$ cat config.mk
export PLATFORM = sky130hd
export DESIGN_NAME = unpool_upsample
export DESIGN_NICKNAME = d
export VERILOG_FILES = /design/src/rtl/unpool_upsample.sv
export SDC_FILE = /design/constraint.sdc
export NUM_CORES = 1
export LEC_CHECK = 0
export BUFFER_PORTS_ARGS = -buffer_cell sky130_fd_sc_hd__buf_2
export CORE_AREA = 2 2 39 41
export DETAILED_ROUTE_END_ITERATION = 10
export DIE_AREA = 0 0 41 43
export GPL_TIMING_DRIVEN = 0
export HOLD_SLACK_MARGIN = 0.03
export PLACE_DENSITY = 0.69
export SYNTH_ARGS = -nofsm -noshare
export SYNTH_HDL_FRONTEND = slang
export SYNTH_SLANG_ARGS = --single-unit
$ cat constraint.sdc
create_clock -name clk -period 1.72 [get_ports clk]
set_clock_uncertainty 0.15 [all_clocks]
set_input_delay 0.086 -clock clk [delete_from_list [all_inputs] [get_ports clk]]
set_output_delay 0.086 -clock clk [all_outputs]
set_load 0.05 [all_outputs]
$ cat src/rtl/unpool_upsample.sv
// 2x2 nearest-neighbour unpooling of a binary raster stream.
// Each pooled row is emitted twice: once live from the input, once from a row buffer.
module unpool_upsample #(
  parameter int W = 4,
  parameter int H = 4
) (
  input  logic clk,
  input  logic rst,
  input  logic in_valid,
  output logic in_ready,
  input  logic in_data,
  output logic out_valid,
  input  logic out_ready,
  output logic out_data,
  output logic out_row_end,
  output logic out_frame_end
);

  localparam int CW = (W > 1) ? $clog2(W) : 1;
  localparam int RW = (H > 1) ? $clog2(H) : 1;
  localparam logic [CW-1:0] COL_LAST = CW'(W - 1);
  localparam logic [RW-1:0] ROW_LAST = RW'(H - 1);

  typedef enum logic {PASS1, PASS2} state_t;

  state_t          state_q, state_d;
  logic [CW-1:0]   col_q, col_d;
  logic            ph_q, ph_d;
  logic [RW-1:0]   row_q, row_d;
  logic            hold_q, hold_d;
  logic            have_q, have_d;
  logic [W-1:0]    rbuf_q, rbuf_d;

  logic acc;
  logic fire;
  logic col_end;

  always_comb begin
    in_ready      = (state_q == PASS1) && !have_q;
    out_valid     = (state_q == PASS2) || have_q;
    out_data      = (state_q == PASS2) ? rbuf_q[col_q] : hold_q;
    col_end       = (col_q == COL_LAST);
    out_row_end   = out_valid && ph_q && col_end;
    out_frame_end = out_row_end && (state_q == PASS2) && (row_q == ROW_LAST);
    acc           = in_valid && in_ready;
    fire          = out_valid && out_ready;
  end

  always_comb begin
    state_d = state_q;
    col_d   = col_q;
    ph_d    = ph_q;
    row_d   = row_q;
    hold_d  = hold_q;
    have_d  = have_q;
    rbuf_d  = rbuf_q;
    if (acc) begin
      hold_d        = in_data;
      rbuf_d[col_q] = in_data;
      have_d        = 1'b1;
    end
    // acc and fire never coincide: PASS1 accepts only while nothing is held
    if (fire) begin
      if (!ph_q) begin
        ph_d = 1'b1;
      end else begin
        ph_d = 1'b0;
        if (state_q == PASS1) have_d = 1'b0;
        if (col_end) begin
          col_d = '0;
          if (state_q == PASS1) begin
            state_d = PASS2;
          end else begin
            state_d = PASS1;
            row_d   = (row_q == ROW_LAST) ? '0 : row_q + RW'(1);
          end
        end else begin
          col_d = col_q + CW'(1);
        end
      end
    end
  end

  always_ff @(posedge clk) begin
    if (rst) begin
      state_q <= PASS1;
      col_q   <= '0;
      ph_q    <= 1'b0;
      row_q   <= '0;
      hold_q  <= 1'b0;
      have_q  <= 1'b0;
    end else begin
      state_q <= state_d;
      col_q   <= col_d;
      ph_q    <= ph_d;
      row_q   <= row_d;
      hold_q  <= hold_d;
      have_q  <= have_d;
    end
  end

  // Row buffer is always rewritten in PASS1 before PASS2 reads it
  always_ff @(posedge clk) begin
    rbuf_q <= rbuf_d;
  end

endmodule
==> metrics.cfg <==
[global_route]
grt_overflow=0
grt_max_degree=11
grt_busiest_layer=met2
grt_pass1_wl_mm=1.79
gr-usage-met3=0.0471
grt_pass1_vias=432
met1_usage=0.154
gr-usage-all-layers=0.163
antenna_found_initial=0
use_met2=0.263

[yosys]
async_reset_ff_frac=0
synth.avg_cell_area_um2=10.2
syn_inst=62
syn_area_um2=634
synth.largest_area_cell=dfxtp_1
syn-num-nets=72
synth_warnings=0
synth_top_area_frac=0.252
ys_ff_latch=12
yosys.cell_count.top_type=nor2_1
synth_common_cells=nor2_1 (9), dfxtp_1 (8), ha_1 (5), mux2i_1 (5), nand2_1 (5)
synthDistinctLibCells=22
synth_edf_count=4
ys_seq_area_frac=0.442
synthFlopType=dfxtp_1
synth_area_leaders=dfxtp_1 (25%), edfxtp_1 (19%), ha_1 (9.9%)

[place]
gp_congestion=0.726
dp_hpwl_um=814
post_dp_cell_area_um2=704
portBuffers=8
placed_cells=86

[clock_network]
path_clk_slew_ns=0.08
htreeDepth=1
tritoncts=yes
root_buffer=clkbuf_4
cts_setup_buffers=0
insertion_delay_ns=0.29
clockBufferDepth=2
cts_buffers=3
cts_num_sinks=12

[worst_setup_path]
path_class=register to output port
crit_required_ns=1.48
crit_path_end_kind=output port
crit_path_max_incr_delay_ns=0.39
cp_data_arrival_time_ns=1.40
cp-start-kind=register
cp_slowest_cell=dfxtp_4
critPathMaxFanout=7
worstPathCellList=mux2_2 -> nand3_1 -> o311ai_2 -> buf_6

[power_and_ir_drop]
finalPower_uw=575
p_leak_uw=0.000332
vdd_ir_drop_max_v=0.000489
p_per_area_mw_per_mm2=744

[routing]
drtAntennaViolNets=0
drc=0
drt_pass1_iterations=4
vias_per_cell=5.29
via_count=487
drt_iter0_drc=2
drt-wirelength-per-cell_um=12.4
routed_wirelength_mm=1.14

[layout]
stdcell_area_um2=773
register_area_um2=285
area_delta_synth_final_pct=21.9
layout.nets=87
layout-drive-gt1-share=0.276
multiInputGateArea_um2=340
fin_cells=92
antenna_cells=0
num-fill-cells=125

[sta]
finalSetupViolCount=0
rsz0062_at_grt=no
fmax_mhz=611
tightestPinTransition_ns=0.343
finalSetupTns_ns=0
slew_violations=0
relSlewSlack=0.771
finalCritPeriodShare=0.951
layout_min_cycle_time_ns=1.64
hold_viol=0

[run]
maxCapViolations=0

[floorplan]
dieArea_mm2=0.00176
pin_count=10
row_count=14
dieHeight_um=43
fp.coreArea_mm2=0.00138
die_x_um=41
start_util=0.458

[worst_hold_path]
min_path_type=primary input to register

[outcome]
status=complete, no violations

metrics by stage:
| stage | worst slack [ns] | hold WS (ns) | utilization |
|---|---|---|---|
| after global routing | 0.0258 | 0.0864 | 0.559 |
| after detailed placement | 0.119 | 0.175 | 0.509 |
| after global placement | 0.139 | 0.170 | 0.509 |
| final | 0.0838 | 0.0387 | 0.559 |
| after CTS | 0.000682 | 0.0443 | 0.549 |
| after floorplan | 0.0362 | 0.0349 | - |
cells by family (layout without fill, tap and decap cells):
family | count (synthesis) | after routing | synth area share
AO/OA/AOI/OAI | 6 | 6 | 0.0651
XOR/XNOR | 1 | 1 | 0.0138
adder cells (fa/ha/maj) | 5 | 5 | 0.0986
buffers and inverters | 6 | 20 | 0.0414
flip-flops | 12 | 12 | 0.442
multiplexers | 6 | 6 | 0.0966
AND/OR/NAND/NOR | 26 | 26 | 0.243
state kept, by name (all words and copies together), names as in the netlist:
register,cells
rbuf_q,4
col_q,2
row_q,2
have_q,1
hold_q,1
ph_q,1
state_q,1
layout make-up:
| type | instances | share of cell area |
|---|---|---|
| plain buffers | 2 | 0.0194 |
| clock buffers | 3 | 0.0291 |
| clock inverters | 1 | 0.00485 |
| inverters | 4 | 0.0194 |
| multi-input cells | 44 | 0.440 |
| flip-flops and latches | 12 | 0.369 |
| well taps | 16 | 0.0259 |
| repair buffers | 10 | 0.0922 |
layout by cell type, fill, tap and decap left out:
cell type      n
nand2_1        5
and2_1         4
clkinv_1       1
dfxtp_2        1
ha_2           1
nand4_4        1
dfxtp_1        6
a21oi_1        3
nor3b_4        1
xor2_1         1
nand3_1        2
o211ai_2       1
clkbuf_4       3
buf_4          2
buf_6          2
mux2i_1        5
o311ai_2       1
dlygate4sd3_1  2
nor2_2         1
or3_1          2
nor2b_1        1
dfxtp_4        1
ha_1           4
inv_1          4
buf_1          1
nand3b_1       1
nor2_1         8
mux2_2         1
buf_2          5
o21ai_1        1
edfxtp_1       4
critical path: cells and delay by family (launching register included):
| kind | cells | cell delay (ns) |
|---|---|---|
| AOI/OAI and AO/OA | 1 | 0.11 |
| buffers and inverters | 1 | 0.17 |
| DFF | 1 | 0.39 |
| muxes | 1 | 0.34 |
| and+or+nand+nor | 1 | 0.10 |
path summary, 6_finish.rpt:
path	cells past startpoint	endpoint	slack [ns]	startpoint
worst max-delay path	4	out_data	0.08	col_q[0]
worst min-delay path	4	have_q	0.04	out_ready
worst max register to register	4	row_q[0]	0.26	col_q[1]
worst min register to register	2	row_q[0]	0.33	row_q[0]
where the power goes:
group | internal (uW) | switching (uW)
Combinational | 26.3 | 42.6
Sequential | 299 | 11.5
Clock | 84.6 | 111
Total | 410 | 165
what timing repair did:
item	in CTS	in global routing
hold buffers	2	0
setup endpoints to repair	3	3
endpoints found under the hold margin	12	0
gates resized for setup	4	6
layer usage:
layer  part of all wire  vias to the layer above
met5                  0                        -
met1               0.41                      234
met3              0.036                        5
met2               0.52                        9
li1                   -                      239
met4              0.035                        0
Note: power is estimated with default switching activity, not from simulation.
